### config.mk
export PLATFORM = sky130hd
export DESIGN_NAME = alarm_clock
export DESIGN_NICKNAME = d
export VERILOG_FILES = /design/src/rtl/clock_pkg.sv /design/src/rtl/alarm_clock_btn_edge.sv /design/src/rtl/alarm_clock.sv
export SDC_FILE = /design/constraint.sdc
export NUM_CORES = 1
export LEC_CHECK = 0
export CAP_MARGIN = 20
export CORE_MARGIN = 2
export CORE_UTILIZATION = 35
export CTS_BUF_LIST = sky130_fd_sc_hd__clkbuf_4
export DETAILED_ROUTE_END_ITERATION = 8
export PLACE_DENSITY = 0.65
export SLEW_MARGIN = 20
export SYNTH_ARGS = -nofsm -noshare
export SYNTH_HDL_FRONTEND = slang
export SYNTH_SLANG_ARGS = --single-unit
### constraint.sdc
create_clock -name clk -period 3.7 [get_ports clk]
set_clock_uncertainty 0.05 [all_clocks]
set_input_delay 0.925 -clock clk [delete_from_list [all_inputs] [get_ports clk]]
set_output_delay 0.925 -clock clk [all_outputs]
set_load 0.02 [all_outputs]
### src/rtl/clock_pkg.sv
// Shared types, limits and display helpers for the alarm clock.
// Hours are kept internally as 0..23 and converted only for display.
package clock_pkg;

  typedef enum logic [1:0] {
    IDLE    = 2'd0,
    RINGING = 2'd1,
    SNOOZE  = 2'd2
  } alarm_state_t;

  localparam logic [5:0] SEC_MAX  = 6'd59;
  localparam logic [5:0] MIN_MAX  = 6'd59;
  localparam logic [4:0] HR24_MAX = 5'd23;
  localparam logic [4:0] HALF_DAY = 5'd12;

  function automatic logic [5:0] to_12h(input logic [4:0] h24);
    logic [4:0] h;
    if (h24 == 5'd0)
      h = HALF_DAY;
    else if (h24 > HALF_DAY)
      h = h24 - HALF_DAY;
    else
      h = h24;
    return {h, (h24 >= HALF_DAY)};
  endfunction

  function automatic logic [4:0] flip_half(input logic [4:0] h24);
    return (h24 < HALF_DAY) ? h24 + HALF_DAY : h24 - HALF_DAY;
  endfunction

  function automatic logic [4:0] inc_hr(input logic [4:0] h24);
    return (h24 == HR24_MAX) ? 5'd0 : h24 + 5'd1;
  endfunction

  function automatic logic [5:0] inc_min(input logic [5:0] m);
    return (m == MIN_MAX) ? 6'd0 : m + 6'd1;
  endfunction

endpackage

### src/rtl/alarm_clock_btn_edge.sv
// Rising-edge detector for a level button.
// One pulse per press, however long the button is held.
module btn_edge (
  input  logic clk,
  input  logic rst,
  input  logic in,
  output logic pulse
);

  logic in_q;

  // history register; cleared so a held button fires once after reset
  always_ff @(posedge clk) begin
    if (rst) in_q <= 1'b0;
    else     in_q <= in;
  end

  assign pulse = in & ~in_q;

endmodule

### src/rtl/alarm_clock.sv
// Time-of-day clock with 12h/24h display and a snoozable alarm.
// Prescaler, time/alarm registers and the alarm FSM live here.
module alarm_clock
  import clock_pkg::*;
#(
  parameter int TICKS_PER_SEC    = 50_000_000,
  parameter int SNOOZE_MIN       = 5,
  parameter int RING_TIMEOUT_SEC = 60
) (
  input  logic       clk,
  input  logic       rst,
  input  logic       set_min,
  input  logic       set_hr,
  input  logic       set_ampm,
  input  logic       alarm_sel,
  input  logic       alarm_en,
  input  logic       mode24,
  input  logic       snooze,
  input  logic       ack,
  output logic [5:0] sec,
  output logic [5:0] min,
  output logic [4:0] hr,
  output logic       ampm,
  output logic       ring,
  output logic [1:0] alarm_state
);

  localparam int PW   = (TICKS_PER_SEC > 2) ? $clog2(TICKS_PER_SEC) : 1;
  localparam int RW   = $clog2(RING_TIMEOUT_SEC + 1);
  localparam int SNZ  = SNOOZE_MIN * 60;
  localparam int SW   = $clog2(SNZ + 1);

  logic e_min, e_hr, e_ampm, e_snz, e_ack;

  btn_edge u_e_min  (.clk(clk), .rst(rst), .in(set_min),  .pulse(e_min));
  btn_edge u_e_hr   (.clk(clk), .rst(rst), .in(set_hr),   .pulse(e_hr));
  btn_edge u_e_ampm (.clk(clk), .rst(rst), .in(set_ampm), .pulse(e_ampm));
  btn_edge u_e_snz  (.clk(clk), .rst(rst), .in(snooze),   .pulse(e_snz));
  btn_edge u_e_ack  (.clk(clk), .rst(rst), .in(ack),      .pulse(e_ack));

  logic [PW-1:0] presc, presc_n;
  logic [5:0]    sec_n, min_n, al_min, al_min_n;
  logic [4:0]    h24, h24_n, al_h24, al_h24_n;
  logic          tick, t_set, step, match;

  alarm_state_t  state, state_n;
  logic [RW-1:0] rcnt, rcnt_n;
  logic [SW-1:0] scnt, scnt_n;

  // next time/alarm values: set edges win over the coincident tick
  always_comb begin
    tick     = (presc == PW'(TICKS_PER_SEC - 1));
    t_set    = ~alarm_sel & (e_min | e_hr | e_ampm);
    step     = tick & ~t_set;
    presc_n  = tick ? '0 : presc + PW'(1);
    sec_n    = sec;
    min_n    = min;
    h24_n    = h24;
    al_min_n = al_min;
    al_h24_n = al_h24;
    if (t_set) begin
      presc_n = '0;
      sec_n   = '0;
      if (e_min)  min_n = inc_min(min);
      if (e_hr)   h24_n = inc_hr(h24);
      if (e_ampm) h24_n = flip_half(h24_n);
    end else if (tick) begin
      if (sec == SEC_MAX) begin
        sec_n = '0;
        min_n = inc_min(min);
        if (min == MIN_MAX) h24_n = inc_hr(h24);
      end else begin
        sec_n = sec + 6'd1;
      end
    end
    if (alarm_sel) begin
      if (e_min)  al_min_n = inc_min(al_min);
      if (e_hr)   al_h24_n = inc_hr(al_h24);
      if (e_ampm) al_h24_n = flip_half(al_h24_n);
    end
    match = step & alarm_en & (sec_n == 6'd0) &
            (min_n == al_min) & (h24_n == al_h24);
  end

  // alarm FSM next state: ack > disable > snooze > timeout
  always_comb begin
    state_n = state;
    rcnt_n  = rcnt;
    scnt_n  = scnt;
    unique case (state)
      IDLE: begin
        if (match) begin
          state_n = RINGING;
          rcnt_n  = '0;
        end
      end
      RINGING: begin
        if (e_ack | ~alarm_en) begin
          state_n = IDLE;
        end else if (e_snz) begin
          state_n = SNOOZE;
          scnt_n  = SW'(SNZ);
        end else if (step) begin
          if (rcnt == RW'(RING_TIMEOUT_SEC - 1)) state_n = IDLE;
          else                                    rcnt_n  = rcnt + RW'(1);
        end
      end
      SNOOZE: begin
        if (e_ack | ~alarm_en) begin
          state_n = IDLE;
        end else if (step) begin
          if (scnt == SW'(1)) begin
            state_n = RINGING;
            rcnt_n  = '0;
          end
          scnt_n = scnt - SW'(1);
        end
      end
      default: state_n = IDLE;
    endcase
  end

  // register update
  always_ff @(posedge clk) begin
    if (rst) begin
      presc  <= '0;
      sec    <= '0;
      min    <= '0;
      h24    <= '0;
      al_min <= '0;
      al_h24 <= '0;
      state  <= IDLE;
      rcnt   <= '0;
      scnt   <= '0;
      ring   <= 1'b0;
    end else begin
      presc  <= presc_n;
      sec    <= sec_n;
      min    <= min_n;
      h24    <= h24_n;
      al_min <= al_min_n;
      al_h24 <= al_h24_n;
      state  <= state_n;
      rcnt   <= rcnt_n;
      scnt   <= scnt_n;
      ring   <= (state_n == RINGING);
    end
  end

  // display conversion, follows mode24 in the same cycle
  always_comb begin
    {hr, ampm} = to_12h(h24);
    if (mode24) begin
      hr   = h24;
      ampm = 1'b0;
    end
  end

  assign alarm_state = state;

endmodule

==> results by group <==
Timing
  – Worst-case hold slack: 0.392 ns
  – Final Hold Violating Endpoints: 0
  – Worst max-slew margin expressed relative to the limit: between 50% and 60%
  – Max-slew violation count: 0
  – Slew of the pin with the lowest slew margin: 0.702 ns
  – Post-route clock period utilization: 97.7%
  – Minimum period implied by the final worst setup slack: roughly 3.6 ns
  – Max Freq: 0.277 GHz
  – Final count of negative-setup-slack endpoints: 0
  – Setup_tns: 0 ns
  – Setup repair after global routing missed its margin: false

Routing
  – Detailed-route wire length: 13,000 um
  – 1st-pass router iterations: 5
  – Remaining routing DRC violations: 0
  – Uppermost layer routed: met4
  – First DRT Iteration DRCs: 434
  – Antenna-violating nets left: 0
  – Met2 layer wire length in the routed design: 5980 um
  – DR vias: 4,847
  – Vias/cell: approximately 5.4
  – Amount of wire on met3 after detailed routing: between 800 and 900 um
  – Post-DR wirelength/cell: 14.6 um
  – Wl on met1: a little under 6000 um

Layout
  – Area occupied by multi-input gates: approximately 3300 um2
  – Share of layout cells above drive strength 1: 15.7%
  – Share of the core filled with cells in the final layout: a little over two fifths
  – Layout Area Growth over Synthesis: 19.1%
  – Final Net Count: 736
  – Register area: 1540 um2
  – FILL cells: 1,410
  – Final instance area: ~6000 um2

Power
  – Total power divided by cell area: about 270 nW/um2
  – Maximum ir drop on the vdd rail: 0.163 mV
  – Pleak: 2.23 nW

Clock tree
  – Clk sink count: 77
  – Root Buffer: sky130_fd_sc_hd__clkbuf_4
  – Clock slew at the register clock pins of the worst setup and hold paths: 0.13 ns
  – Clock tree from TritonCTS: yes
  – # H-tree levels: 3
  – Number of buffers on the longest clock path: 2
  – Hold buffers post-CTS: 0
  – CTS Buf Count: 9
  – Worst skew pair latency: 0.50 ns

Yosys
  – Number of distinct library cells after synthesis: approximately 80
  – Top_reg_cell synth: sky130_fd_sc_hd__dfxtp_1
  – FFs w/ async S/R, synth: 0%
  – Flop and latch count out of synthesis: 77
  – EDFF count, synth: 0
  – Cells after synthesis: 642
  – Dominant combinational cell family by area after synthesis: simple AND/OR/NAND/NOR gates
  – Area fraction in compound gates after synthesis: ~16%
  – Proportion of synthesized chip area in sequential cells: 30.6%
  – Area share of xor/xnor cells in the synthesized design: 8.00%
  – Number of warnings issued by yosys: 0
  – Share of synthesized cell area in and, or, nand and nor gates: between 30% and 40%
  – Total nets after synthesis: 669
  – Post-Syn Area: 5030 um2
  – Post-Synth Adder-Cell Area: 4.23%
  – Synthesized area per cell: 7.84 um2
  – Fraction of synthesized area in multiplexers: 2.88%

Critical path
  – Cell count of the worst reg-to-reg path: 11
  – Capturing element type of the critical path: flip-flop
  – Launching point of the worst reg2reg path: presc[1]$_SDFF_PP0_
  – Critical path class: in -> reg
  – Data arrival time of the critical path: 3.93 ns
  – Worst EP required: 4.02 ns
  – Sort of element at the start of the critical path: primary input
  – Terminus of the critical flop-to-flop path: rcnt[3]$_SDFFE_PP0P_
  – Max FO, Critical Path: 7
  – Worst reg2reg setup slack: 0.13 ns
  – Launching element of the worst setup path: set_min

Die
  – Effective utilization at floorplan: 36.0%
  – Std-Cell Rows: 43
  – Die Footprint: 15,400 um2
  – Vertical die dimension: 124 um
  – Num ports: 31
  – Width of the die: ~120 um
  – Placeable core area: 14,000 um2

Global routing
  – Global route total overflow: 0
  – Initial antenna violation count: 1
  – Overall fraction of global-route tracks in use: 17.5%
  – Global-route wire length before repair: 21,200 um
  – Pin count of the biggest net entering global routing: 27
  – Vias in the first global route: between 4,000 and 5,000

Worst hold path
  – Worst Hold Path EP: presc[0]$_SDFF_PP0_
  – Worst min-delay path startpoint: presc[0]$_SDFF_PP0_
  – Class of the tightest hold or removal check: reg -> reg
  – Hold Path Depth: 1

Placement
  – Cell Area, Placed: 5790 um2
  – Placer congestion estimate: 0.888
  – Post-detail-place hpwl: 9770 um
  – IO Port Bufs: 30

Run status
  – Outcome: finished, final reports clean

Flow run
  – Maximum Capacitance Violations: 0
[through the flow]
stage	setup slack, ns	cells	power, mW
floorplan	0.0134	642	1.03
global placement	-0.536	878	1.13
detailed placement	-0.605	878	1.14
CTS	0.00377	894	1.62
global route	0.00338	895	1.69
finish	0.0849	895	1.61
[worst max-delay path by stage]
| stage | to | slack (ns) | cells after the start |
|---|---|---|---|
| after floorplan | rcnt[2]$_SDFFE_PP0P_ | 0.01 | 11 |
| after global placement | rcnt[2]$_SDFFE_PP0P_ | -0.54 | 13 |
| after detailed placement | rcnt[1]$_SDFFE_PP0P_ | -0.61 | 13 |
| after CTS | rcnt[3]$_SDFFE_PP0P_ | 0.004 | 13 |
| after global routing | hr[2] | 0.003 | 8 |
| final | rcnt[3]$_SDFFE_PP0P_ | 0.08 | 11 |
[cells by family (layout without fill, tap and decap cells)]
kind of cell	after synthesis	after routing
mux	14	14
fa+ha+maj	17	17
xor+xnor	46	46
flops	77	77
compound gates	119	119
simple gates	312	312
other cells	0	1
buf+inv	57	129
[what timing repair did]
item,4_1_cts,5_1_grt
gates resized for setup,3,16
cloned,0,0
buffers inserted,0,0
pin swaps,0,2
setup endpoints to repair,6,9
[where the power goes]
group          total, mW  leakage [nW]  internal [mW]  switching, mW
logic              0.268          1.54          0.122          0.146
registers          0.863         0.624          0.843         0.0198
clock network      0.479        0.0659          0.139          0.340
[cells in the mapped netlist (all sizes together), types with 3 or more instances]
master,number,area share [%]
a2111oi,3,0.52
nand4,14,2.2
clkbuf,24,2.9
nor2,99,7.4
buf,5,0.72
nand3b,6,0.89
and4b,3,0.60
nor3b,3,0.45
inv,27,2.0
a211oi,4,0.60
nor3,21,2.1
a31oi,8,1.1
xnor2,13,2.3
o211ai,6,0.89
mux2i,10,2.0
or3,8,1.1
nand2b,7,0.87
xor2,33,5.7
and4,6,1.2
a21oi,35,3.5
nand2,59,4.7
o31ai,3,0.55
o21a,5,0.75
nor2b,11,1.4
and2,4,0.55
nor4,10,1.7
mux2,4,0.89
dfxtp,77,31
or4,5,0.82
o21ai,26,2.6
nand3,36,3.8
and3,10,1.2
o311ai,6,1.0
ha,17,4.2
[routing by layer]
layer | global-route usage (%) | up-vias
met3 | 5.54 | 29
met1 | 21.8 | 2246
li1 | - | 2426
met4 | 6.60 | 0
met2 | 28.2 | 146
met5 | 0 | -
[sequential cells by signal, summed over array words and instances (netlist names), 2 cells and up]
| name | count |
|---|---|
| min | 6 |
| al_h24 | 5 |
| al_min | 6 |
| scnt | 9 |
| sec | 6 |
| presc | 26 |
| alarm_state | 2 |
| rcnt | 6 |
| h24 | 5 |
[layout make-up]
| class | count | area share, % |
|---|---|---|
| tap | 180 | 3.76 |
| multi-input combinational | 508 | 54.4 |
| clock inverter | 7 | 0.877 |
| sequential | 77 | 25.7 |
| inverter | 28 | 1.98 |
| clock buffer | 9 | 1.13 |
| antenna | 1 | 0.0418 |
| timing repair buffer | 85 | 12.0 |
[placed cells by master (no fill, tap or decap), types with 22 or more instances in the layout]
cell type,count
sky130_fd_sc_hd__buf_4,54
sky130_fd_sc_hd__nor2_1,98
sky130_fd_sc_hd__a21oi_1,34
sky130_fd_sc_hd__dfxtp_1,76
sky130_fd_sc_hd__clkdlybuf4s50_1,28
sky130_fd_sc_hd__xor2_1,33
sky130_fd_sc_hd__nand2_1,57
sky130_fd_sc_hd__inv_1,27
sky130_fd_sc_hd__o21ai_0,22
sky130_fd_sc_hd__nand3_1,35
[critical path, stage by stage]
cell and delay (ns):
sky130_fd_sc_hd__clkdlybuf4s50_1 0.43, sky130_fd_sc_hd__or2b_4 0.25, sky130_fd_sc_hd__a31oi_4 0.10, sky130_fd_sc_hd__or4_4 0.45
sky130_fd_sc_hd__nand2_4 0.09, sky130_fd_sc_hd__mux2i_1 0.08, sky130_fd_sc_hd__or4_1 0.53, sky130_fd_sc_hd__or4_4 0.54
sky130_fd_sc_hd__buf_6 0.16, sky130_fd_sc_hd__o311ai_1 0.27, sky130_fd_sc_hd__o21ai_1 0.09
(Power assumes the default switching activity.)
